[src/rtl/saradc_pkg.sv]
// saradc_pkg: shared FSM state type and default sizing for the SAR sequencer
package saradc_pkg;
  localparam int NBITS_DEF = 8;
  localparam int AVGW_DEF  = 2;
  typedef enum logic [2:0] {ST_IDLE, ST_SAMPL, ST_CONV, ST_ACC, ST_DONE} state_t;
endpackage

[src/rtl/saradc_sar_reg.sv]
// saradc_sar_reg: successive-approximation code register with a one-hot trial-bit pointer
module saradc_sar_reg #(
  parameter int NBITS = 8
) (
  input  logic             clk,
  input  logic             rst,
  input  logic             i_clr,
  input  logic             i_load,
  input  logic             i_trial,
  input  logic             i_cmp,
  output logic [NBITS-1:0] o_code,
  output logic             o_last
);
  localparam logic [NBITS-1:0] MSB = {1'b1, {(NBITS-1){1'b0}}};
  logic [NBITS-1:0] r_code;
  logic [NBITS-1:0] r_mask;
  // clear, load the MSB trial, or resolve the current trial bit and arm the next lower one
  always_ff @(posedge clk or posedge rst)
    if (rst) begin
      r_code <= '0;
      r_mask <= '0;
    end else if (i_clr) begin
      r_code <= '0;
      r_mask <= '0;
    end else if (i_load) begin
      r_code <= MSB;
      r_mask <= MSB;
    end else if (i_trial) begin
      r_code <= (r_code & ~r_mask) | (r_mask & {NBITS{i_cmp}}) | (r_mask >> 1);
      r_mask <= r_mask >> 1;
    end
  assign o_code = r_code;
  assign o_last = r_mask[0];
endmodule

[src/rtl/saradc_sar_seq.sv]
// saradc_sar_seq: SAR ADC sequencer with sample/convert/accumulate and power-of-two averaging
module saradc_sar_seq
  import saradc_pkg::*;
#(
  parameter int NBITS = NBITS_DEF,
  parameter int AVGW  = AVGW_DEF
) (
  input  logic             CLK,
  input  logic             RST,
  input  logic             START,
  input  logic             ABORT,
  input  logic [3:0]       SAMPLE_CYC,
  input  logic [AVGW-1:0]  AVG_LOG2,
  input  logic             CMPO,
  output logic             SAMPLE,
  output logic [NBITS-1:0] RESULTP,
  output logic [NBITS-1:0] RESULTN,
  output logic             VALID,
  output logic [NBITS-1:0] DATA,
  output logic             BUSY
);
  localparam int CW   = 2**AVGW - 1;
  localparam int ACCW = NBITS + CW;
  state_t            r_state;
  state_t            w_next;
  logic [3:0]        r_scnt;
  logic [3:0]        r_s;
  logic [AVGW-1:0]   r_avg;
  logic [CW-1:0]     r_cnt;
  logic [ACCW-1:0]   r_acc;
  logic [NBITS-1:0]  r_data;
  logic              r_valid;
  logic [NBITS-1:0]  w_code;
  logic              w_last;
  logic              w_accept;
  logic              w_samp_end;
  logic              w_cnt_end;
  assign w_accept   = r_state == ST_IDLE && START && !ABORT;
  assign w_samp_end = r_scnt == r_s;
  assign w_cnt_end  = r_cnt == CW'((1 << r_avg) - 1);
  saradc_sar_reg #(.NBITS(NBITS)) u_sar (
    .clk     (CLK),
    .rst     (RST),
    .i_clr   (w_accept || (r_state == ST_ACC && !w_cnt_end && !ABORT)),
    .i_load  (r_state == ST_SAMPL && w_samp_end && !ABORT),
    .i_trial (r_state == ST_CONV && !ABORT),
    .i_cmp   (CMPO),
    .o_code  (w_code),
    .o_last  (w_last)
  );
  // state register
  always_ff @(posedge CLK or posedge RST)
    if (RST) r_state <= ST_IDLE;
    else     r_state <= w_next;
  // next-state: ABORT overrides every transition
  always_comb begin
    w_next = r_state;
    case (r_state)
      ST_IDLE:  w_next = START ? ST_SAMPL : ST_IDLE;
      ST_SAMPL: w_next = w_samp_end ? ST_CONV : ST_SAMPL;
      ST_CONV:  w_next = w_last ? ST_ACC : ST_CONV;
      ST_ACC:   w_next = w_cnt_end ? ST_DONE : ST_SAMPL;
      ST_DONE:  w_next = ST_IDLE;
      default:  w_next = ST_IDLE;
    endcase
    if (ABORT) w_next = ST_IDLE;
  end
  // config latch, sample timer, accumulator, conversion count and averaged output
  always_ff @(posedge CLK or posedge RST)
    if (RST) begin
      r_scnt  <= '0;
      r_s     <= '0;
      r_avg   <= '0;
      r_cnt   <= '0;
      r_acc   <= '0;
      r_data  <= '0;
      r_valid <= 1'b0;
    end else begin
      r_valid <= r_state == ST_DONE && !ABORT;
      if (w_accept) begin
        r_s    <= SAMPLE_CYC;
        r_avg  <= AVG_LOG2;
        r_acc  <= '0;
        r_cnt  <= '0;
        r_scnt <= '0;
      end
      if (r_state == ST_SAMPL) r_scnt <= r_scnt + 1'b1;
      if (r_state == ST_ACC) begin
        r_acc  <= r_acc + ACCW'(w_code);
        r_cnt  <= w_cnt_end ? '0 : r_cnt + 1'b1;
        r_scnt <= '0;
      end
      if (r_state == ST_DONE && !ABORT) r_data <= NBITS'(r_acc >> r_avg);
    end
  assign SAMPLE  = r_state == ST_SAMPL;
  assign RESULTP = w_code;
  assign RESULTN = ~w_code;
  assign VALID   = r_valid;
  assign DATA    = r_data;
  assign BUSY    = r_state != ST_IDLE;
endmodule

[config.mk]
export PLATFORM = sky130hd
export DESIGN_NAME = saradc_sar_seq
export DESIGN_NICKNAME = d
export VERILOG_FILES = /design/src/rtl/saradc_pkg.sv /design/src/rtl/saradc_sar_reg.sv /design/src/rtl/saradc_sar_seq.sv
export SDC_FILE = /design/constraint.sdc
export NUM_CORES = 1
export LEC_CHECK = 0
export ABC_AREA = 1
export CAP_MARGIN = 10
export CELL_PAD_IN_SITES_DETAIL_PLACEMENT = 1
export CELL_PAD_IN_SITES_GLOBAL_PLACEMENT = 1
export CORE_AREA = 5 5 91 93
export DETAILED_ROUTE_END_ITERATION = 16
export DIE_AREA = 0 0 96 98
export PLACE_DENSITY_LB_ADDON = 0.1
export RECOVER_POWER = 100
export SETUP_SLACK_MARGIN = 0.15
export SYNTH_ARGS = -nofsm -noshare
export SYNTH_HDL_FRONTEND = slang
export SYNTH_SLANG_ARGS = --single-unit
[constraint.sdc]
create_clock -name CLK -period 1.8 [get_ports CLK]
set_clock_uncertainty 0.05 [all_clocks]
set_input_delay 0.36 -clock CLK [delete_from_list [all_inputs] [get_ports CLK]]
set_output_delay 0.36 -clock CLK [all_outputs]
set_load 0.005 [all_outputs]
==> implementation parameters, run 1 <==
Parameter                              Value

Synthesis
  Mapped cell area    2950 um2
  Yosys reg bits    between 50 and 60
  Post-synth ARST share    100%
  Cell type with the largest total area after synthesis    sky130_fd_sc_hd__dfrtp_1
  Avg Inst Size Synth    7.83 um2
  Area share of and/or/nand/nor cells after synthesis    23.7%
  Top cell types by occurrence after synthesis    sky130_fd_sc_hd__nand2_1 (104), sky130_fd_sc_hd__dfrtp_1 (52), sky130_fd_sc_hd__o21ai_0 (50), sky130_fd_sc_hd__inv_1 (48), sky130_fd_sc_hd__a21oi_1 (26)
  Adder-cell share of the synthesized area    under 10%
  Multiplexer share of the synthesized area    0%
  Xor/xnor cell area share of the yosys netlist    1.19%
  Net count after synthesis    approximately 400
  Main combinational cell family by area after synthesis    simple AND/OR/NAND/NOR gates
  Number of distinct library cell variants in the gate-level netlist after synthesis    32
  Number of enable-type register cells in the synthesized netlist    0
  Number of warnings issued by yosys    0
  Top-area cell type share of the netlist area    ~44%
  Top post-synthesis cells by area    sky130_fd_sc_hd__dfrtp_1 (44%), sky130_fd_sc_hd__nand2_1 (13%), sky130_fd_sc_hd__o21ai_0 (8.5%)
  Seq/Total Area, Yosys    around 44%
  Area fraction in compound gates after synthesis    between 10% and 20%
  Post-synthesis instance total    376
  Predominant post-synthesis flop cell    sky130_fd_sc_hd__dfrtp_1
  Dominant cell by count in the synthesized netlist    sky130_fd_sc_hd__nand2_1

Detailed routing
  Average routed wire per standard cell    around 14 um
  DRC violation count after routing    0
  Via count    approximately 2800
  Post-DR vias/cell    4.91
  Detailed Route Iter0 Violations    63
  Total iterations of the first detailed-routing run    4
  Detailed Route WL    8050 um
  Antenna-violating nets left    0

GRT
  Largest net degree at the start of global routing    53
  Total GRT Usage    between 10% and 20%
  GRT met3 Usage    2.77%
  Global-route layer with the greatest usage    met2
  Met1 layer usage reported by global route    roughly 22%
  Number of global-route vias before repair    approximately 2800
  Wire length of the first global-routing pass    between 10000 and 15000 um
  Initial antenna violation count    0
  Final global-route overflow total    0
  Met2 usage in global routing    between 20% and 30%

Clock network
  Root buffer cell    sky130_fd_sc_hd__clkbuf_8
  Clock Tree Buf Depth    2
  CTS tree    yes
  Clock sinks    52
  CTS H-Tree Depth    2
  Clk pin slew, worst setup/hold paths    around 0.1 ns
  Clock insertion delay at the later pin of the skew report    0.31 ns
  Total clock buffers created by CTS    5

Timing
  Fin. max-slew vios    0
  Setup TNS    0 ns
  Final critical-path share of the clock period    between 90% and 100%
  Tmin final    between 1.5 and 2 ns
  Count of endpoints failing hold in the final timing report    0
  Least-Margin Pin Slew    0.725 ns
  Setup repair after global routing missed its margin    yes
  Remaining max-slew budget at the tightest pin    about 52%
  Highest clock frequency the design can meet    about 0.58 GHz
  Setup slack after layout    between 0.08 and 0.09 ns
  Final setup vio count    0

Finish
  Fill count    950
  Reg area    roughly 1300 um2
  Diodes inserted    0
  Layout Cell Area excl Fill    3910 um2
  Share of layout cells above drive strength 1    a little under a fifth
  Final design utilization    between 50 and 60%
  Area growth syn-to-layout    32.7%
  Number of nets at the end of the flow    between 400 and 500
  Area of the multi-input gates    around 1400 um2

Pwr
  Leak pwr    around 1.8 nW
  Net switching power    1.02 mW
  Peak supply drop    365 uV
  Register share of total power    approximately 46%
  Switching part of the total    34.0%
  Fraction of power consumed by the clock network    a little under a quarter
  Power consumption    around 3 mW
  Combinational share of power    29.8%
  Pwr dens    between 700 and 800 nW/um2
  Cell internal pwr    between 1.5 and 2 mW

Run status
  Result of the run    finished clean

Floorplanning
  Initial core utilization    roughly two fifths
  Die area    approximately 9400 um2
  Number of top-level pins    38
  Rows    32
  Horizontal extent of the die    between 90 and 100 um
  Core ar.    7450 um2
  Vertical die dimension    about 98 um

Placed design
  Placer congestion estimate    between 0.7 and 0.8
  Placed Area    around 3600 um2
  Count of buffers inserted at the top-level ports    37
  Setup Slack @ Placement    -0.0893 ns
  Half-perimeter wire length of the detailed placement result    5600 um

Run
  Max-cap violations    0

Setup path
  Cell at the slowest stage of the critical path    sky130_fd_sc_hd__dfrtp_1
  Kind of start point of the critical path    flip-flop
  CP Data Required Time    1.39 ns
  Maximum fanout encountered on the critical timing path    3
  Max incr delay on CP    around 0.44 ns
  Critical Path AT    ~1.3 ns
  Start-to-end type of the worst setup path    flip-flop to output port
  Cell chain of the critical path    clkbuf_4 > buf_4 > dlygate4sd2_1
  Type of destination of the critical path    output port

Min path
  Class of the tightest hold or removal check    primary input to flip-flop
## layer usage
metal / share of wire, % / up-vias / wire, um
met5: 0 / - / 0
met4: 1.8 / 0 / 146
met3: 3.2 / 13 / 258
met2: 49 / 43 / 3930
met1: 46 / 1319 / 3720
li1: - / 1392 / -
## metrics by stage
stage | std cells | hold slack (ns)
final | 563 | 0.351
after detailed placement | 531 | 0.446
after floorplan | 376 | 0.365
after CTS | 556 | 0.412
after global routing | 563 | 0.340
after global placement | 531 | 0.442
## power by group through the flow
stage	clock network, mW	registers [mW]	logic, mW
6_report	0.713	1.39	0.896
3_3_place_gp	0	1.42	0.848
3_5_place_dp	0	1.42	0.875
4_1_cts	0.748	1.39	0.900
5_1_grt	0.793	1.41	1.02
2_1_floorplan	0	1.39	0.571
## layout make-up
cell class / instances / share of cell area [%]
Tap cell: 102 / 3.27
Sequential cell: 52 / 33.4
Clock inverter: 1 / 0.192
Multi-Input combinational cell: 262 / 37.0
Inverter: 52 / 5.16
Timing Repair Buffer: 87 / 18.8
Clock buffer: 7 / 2.21
## worst max-delay path, delay by kind of cell (launching register included)
family	cells	cell delay, ns
buffers and inverters	3	0.55
flip-flops	1	0.44
## worst paths after layout
kind	start	to	slack, ns	cells after the start
worst max-delay path	u_sar.o_code[0]$_DFFE_PP0P_	RESULTP[0]	0.09	3
worst min-delay path	ABORT	r_state[2]$_DFF_PP0_	0.35	3
worst max register to register	r_state[0]$_DFF_PP0_	DATA[3]$_DFFE_PP0P_	0.10	6
worst min register to register	DATA[4]$_DFFE_PP0P_	DATA[4]$_DFFE_PP0P_	0.46	1
max in group asynchronous	RST	u_sar.o_code[1]$_DFFE_PP0P_	0.46	3
min in group asynchronous	RST	r_avg[1]$_DFFE_PP0P_	0.72	3
## what timing repair did
item,4_1_cts,5_1_grt
cloned,0,0
pin swaps,6,7
gates resized for setup,35,27
buffers inserted,17,7
endpoints found under the hold margin,0,0
hold buffers,0,0
endpoints found under the setup margin,23,30
## sequential cells by signal, indices dropped and copies added (netlist names)
register	count
r_s	4
r_acc	11
VALID	1
u_sar.o_code	8
r_cnt	3
r_scnt	4
DATA	8
r_state	3
r_avg	2
u_sar.r_mask	8
## layout by cell type, fill, tap and decap left out, types with 6 or more instances in the layout
cell                              count
sky130_fd_sc_hd__dlygate4sd3_1       10
sky130_fd_sc_hd__o21ai_0             47
sky130_fd_sc_hd__nand3_1             17
sky130_fd_sc_hd__clkbuf_4             7
sky130_fd_sc_hd__a21oi_1             23
sky130_fd_sc_hd__clkbuf_8             6
sky130_fd_sc_hd__buf_4               33
sky130_fd_sc_hd__nand2_1            103
sky130_fd_sc_hd__nor2_1              15
sky130_fd_sc_hd__dlygate4sd2_1       11
sky130_fd_sc_hd__inv_1               45
sky130_fd_sc_hd__dfrtp_1             49
sky130_fd_sc_hd__clkdlybuf4s50_1      8
sky130_fd_sc_hd__clkbuf_1             8
## cell families (layout without fill, tap and decap cells)
family	after synthesis	after routing
AO/OA/AOI/OAI	91	91
buffers and inverters	62	147
XOR/XNOR	4	4
flip-flops	52	52
AND/OR/NAND/NOR	156	156
adder cells (fa/ha/maj)	11	11
Note: power is estimated with default switching activity, not from simulation.
==> inputs of run 2 (changes only) <==
--- a/config.mk
+++ b/config.mk
@@ -9,9 +9,10 @@
 export CAP_MARGIN = 10
 export CELL_PAD_IN_SITES_DETAIL_PLACEMENT = 1
 export CELL_PAD_IN_SITES_GLOBAL_PLACEMENT = 1
-export CORE_AREA = 5 5 91 93
+export CORE_AREA = 2 2 88 90
 export DETAILED_ROUTE_END_ITERATION = 16
-export DIE_AREA = 0 0 96 98
+export DIE_AREA = 0 0 90 92
+export GPL_ROUTABILITY_DRIVEN = 0
 export PLACE_DENSITY_LB_ADDON = 0.1
 export RECOVER_POWER = 100
 export SETUP_SLACK_MARGIN = 0.15
==> constraint.sdc (replaced) <==
create_clock -name CLK -period 1.6 [get_ports CLK]
set_clock_uncertainty 0.05 [all_clocks]
set_input_delay 0.32 -clock CLK [delete_from_list [all_inputs] [get_ports CLK]]
set_output_delay 0.32 -clock CLK [all_outputs]
set_load 0.005 [all_outputs]
==> run 2 against run 1 <==
  * The flow now finishes with violations (negative setup slack)
  * Routed wire length increased by 63%
  * Utilization increased by 12 points
  * Highest routed layer unchanged
  * Worst setup slack got worse by 0.35 ns
  * Largest cell class unchanged
==> implementation parameters, run 2 (same netlist as run 1, synthesis figures left out) <==
Parameter                              Value

Floorplanning
  Die area    slightly above 8000 um2
  Number of top-level pins    38
  Initial core utilization    around 40%
  Core ar.    7450 um2
  Rows    32
  Horizontal extent of the die    90 um
  Vertical die dimension    92 um

GRT
  Initial antenna violation count    0
  Largest net degree at the start of global routing    34
  Final global-route overflow total    0
  Wire length of the first global-routing pass    about 17000 um
  Number of global-route vias before repair    between 3000 and 4000
  Total GRT Usage    a little over a quarter

Detailed routing
  Detail Route met2 WL    between 6000 and 7000 um
  Via count    roughly 3300
  Antenna-violating nets left    0
  Post-DR vias/cell    around 5.5
  Wire length on met3    about 500 um
  Met1 routed wirelength after detailed routing    between 5000 and 6000 um
  DRC violation count after routing    0
  Detailed Route Iter0 Violations    ~120
  Detailed Route WL    roughly 13000 um
  DR top layer    met4
  Total iterations of the first detailed-routing run    4
  Average routed wire per standard cell    about 22 um

Pwr
  Peak supply drop    between 600 and 700 uV
  Power consumption    slightly above 4 mW
  Pwr dens    854 nW/um2
  Leak pwr    ~2.1 nW

Timing
  Final setup vio count    48
  Final hold slack    0.377 ns
  Remaining max-slew budget at the tightest pin    around 66%
  Setup slack after layout    -0.266 ns
  Fin. max-slew vios    0
  Count of endpoints failing hold in the final timing report    0
  Final critical-path share of the clock period    117%
  Tmin final    between 1.5 and 2 ns
  Highest clock frequency the design can meet    ~0.54 GHz
  Setup repair after global routing missed its margin    yes
  Least-Margin Pin Slew    0.516 ns

Min path
  Class of the tightest hold or removal check    primary input to async pin

Run status
  Result of the run    complete, but fails checks
  Failing checks    negative setup slack

Clock network
  Hold-fix buffer count after cts    0
  CTS tree    yes
  Clock sinks    52
  Clock Tree Buf Depth    2
  Clock insertion delay at the later pin of the skew report    between 0.3 and 0.4 ns
  Clk pin slew, worst setup/hold paths    about 0.11 ns
  CTS H-Tree Depth    2
  Total clock buffers created by CTS    5
  Root buffer cell    sky130_fd_sc_hd__clkbuf_8

Finish
  Share of layout cells above drive strength 1    45.0%
  Fill count    874
  Number of nets at the end of the flow    ~520
  Register with the highest flop count    r_acc
  Most frequent standard cell in the layout excluding fill and tap cells    sky130_fd_sc_hd__nand2_1
  Number of flip-flops in the largest register    11
  Most used cells in the layout excluding fill and tap cells    sky130_fd_sc_hd__nand2_1 (77), sky130_fd_sc_hd__dfrtp_1 (48), sky130_fd_sc_hd__buf_6 (38)
  Layout Cell Area excl Fill    between 4000 and 5000 um2
  Area growth syn-to-layout    62.8%
  Diodes inserted    0

Run
  Max-cap violations    0

Setup path
  Type of destination of the critical path    flip-flop
  Start-to-end type of the worst setup path    flip-flop to flip-flop
  Kind of start point of the critical path    flip-flop
  Critical Path AT    around 2.1 ns
  CP Data Required Time    around 1.8 ns
  Maximum fanout encountered on the critical timing path    3

Placed design
  Count of buffers inserted at the top-level ports    37
  Placed Area    between 3000 and 4000 um2
  Half-perimeter wire length of the detailed placement result    around 6000 um
[run 2: changes by cell type in the layout (fill, tap and decap cells not counted), sizes merged]
| cell | change |
|---|---|
| clkdlybuf4s15 | +3 |
| dlygate4sd3 | -9 |
| clkinv | +2 |
| clkdlybuf4s25 | -3 |
| bufinv | +1 |
| buf | +48 |
| clkbuf | -7 |
[run 2: area by class of cell]
class / count / area (um2) / area share [%]
Clock buffer: 6 / 72.6 / 1.51
Clock inverter: 2 / 35.0 / 0.731
Inverter: 52 / 221 / 4.62
Timing Repair inverter: 2 / 18.8 / 0.391
Tap cell: 102 / 128 / 2.66
Sequential cell: 52 / 1310 / 27.2
Timing Repair Buffer: 120 / 1130 / 23.5
Multi-Input combinational cell: 262 / 1890 / 39.4
[run 2: worst max-delay path, stage by stage (launching register included)]
cell,delay [ns]
sky130_fd_sc_hd__dfrtp_2,0.46
sky130_fd_sc_hd__ha_4,0.19
sky130_fd_sc_hd__fa_2,0.42
sky130_fd_sc_hd__nand3_2,0.11
sky130_fd_sc_hd__nand2_4,0.08
sky130_fd_sc_hd__buf_4,0.15
sky130_fd_sc_hd__a21oi_2,0.12
sky130_fd_sc_hd__o21ai_1,0.10
sky130_fd_sc_hd__o21ai_1,0.10
[run 2: worst paths after layout]
path | from | endpoint | slack, ns | cells after the start
max in group asynchronous | RST | u_sar.o_code[0]$_DFFE_PP0P_ | 0.22 | 3
worst min register to register | DATA[3]$_DFFE_PP0P_ | DATA[3]$_DFFE_PP0P_ | 0.46 | 1
min in group CLK | DATA[3]$_DFFE_PP0P_ | DATA[3]$_DFFE_PP0P_ | 0.46 | 1
worst min-delay path | RST | DATA[7]$_DFFE_PP0P_ | 0.38 | 2
worst max register to register | u_sar.o_code[0]$_DFFE_PP0P_ | r_acc[4]$_DFFE_PP0P_ | -0.27 | 8
worst max-delay path | u_sar.o_code[0]$_DFFE_PP0P_ | r_acc[4]$_DFFE_PP0P_ | -0.27 | 8
[run 2: where the power goes]
group	switching (mW)	internal [mW]	total (mW)
Combinational	0.920	0.624	1.54
Clock	0.485	0.466	0.952
Sequential	0.155	1.44	1.60
Total	1.56	2.53	4.09
[run 2: per-layer routing]
layer | vias up | GRT usage [%]
li1 | 1472 | -
met3 | 48 | 3.62
met4 | 0 | 10.0
met2 | 102 | 47.8
met1 | 1656 | 32.4
met5 | - | 0
[run 2: stage by stage]
stage               utilization, %  setup TNS (ns)  cells  worst slack [ns]
floorplan                        -        -0.00416    376          -0.00416
global placement              50.1           -9.37    544            -0.263
detailed placement            50.1          -12.68    544            -0.338
CTS                           59.2          -0.375    580            -0.126
global route                  64.4           -8.97    598            -0.325
finish                        64.4           -4.80    598            -0.266
[run 2: repair_timing]
action,in CTS,in global routing
buffers inserted,25,18
gates cloned,3,1
gates resized for setup,189,95
hold endpoints to repair,0,0
endpoints found under the setup margin,72,64
pin swaps,44,16
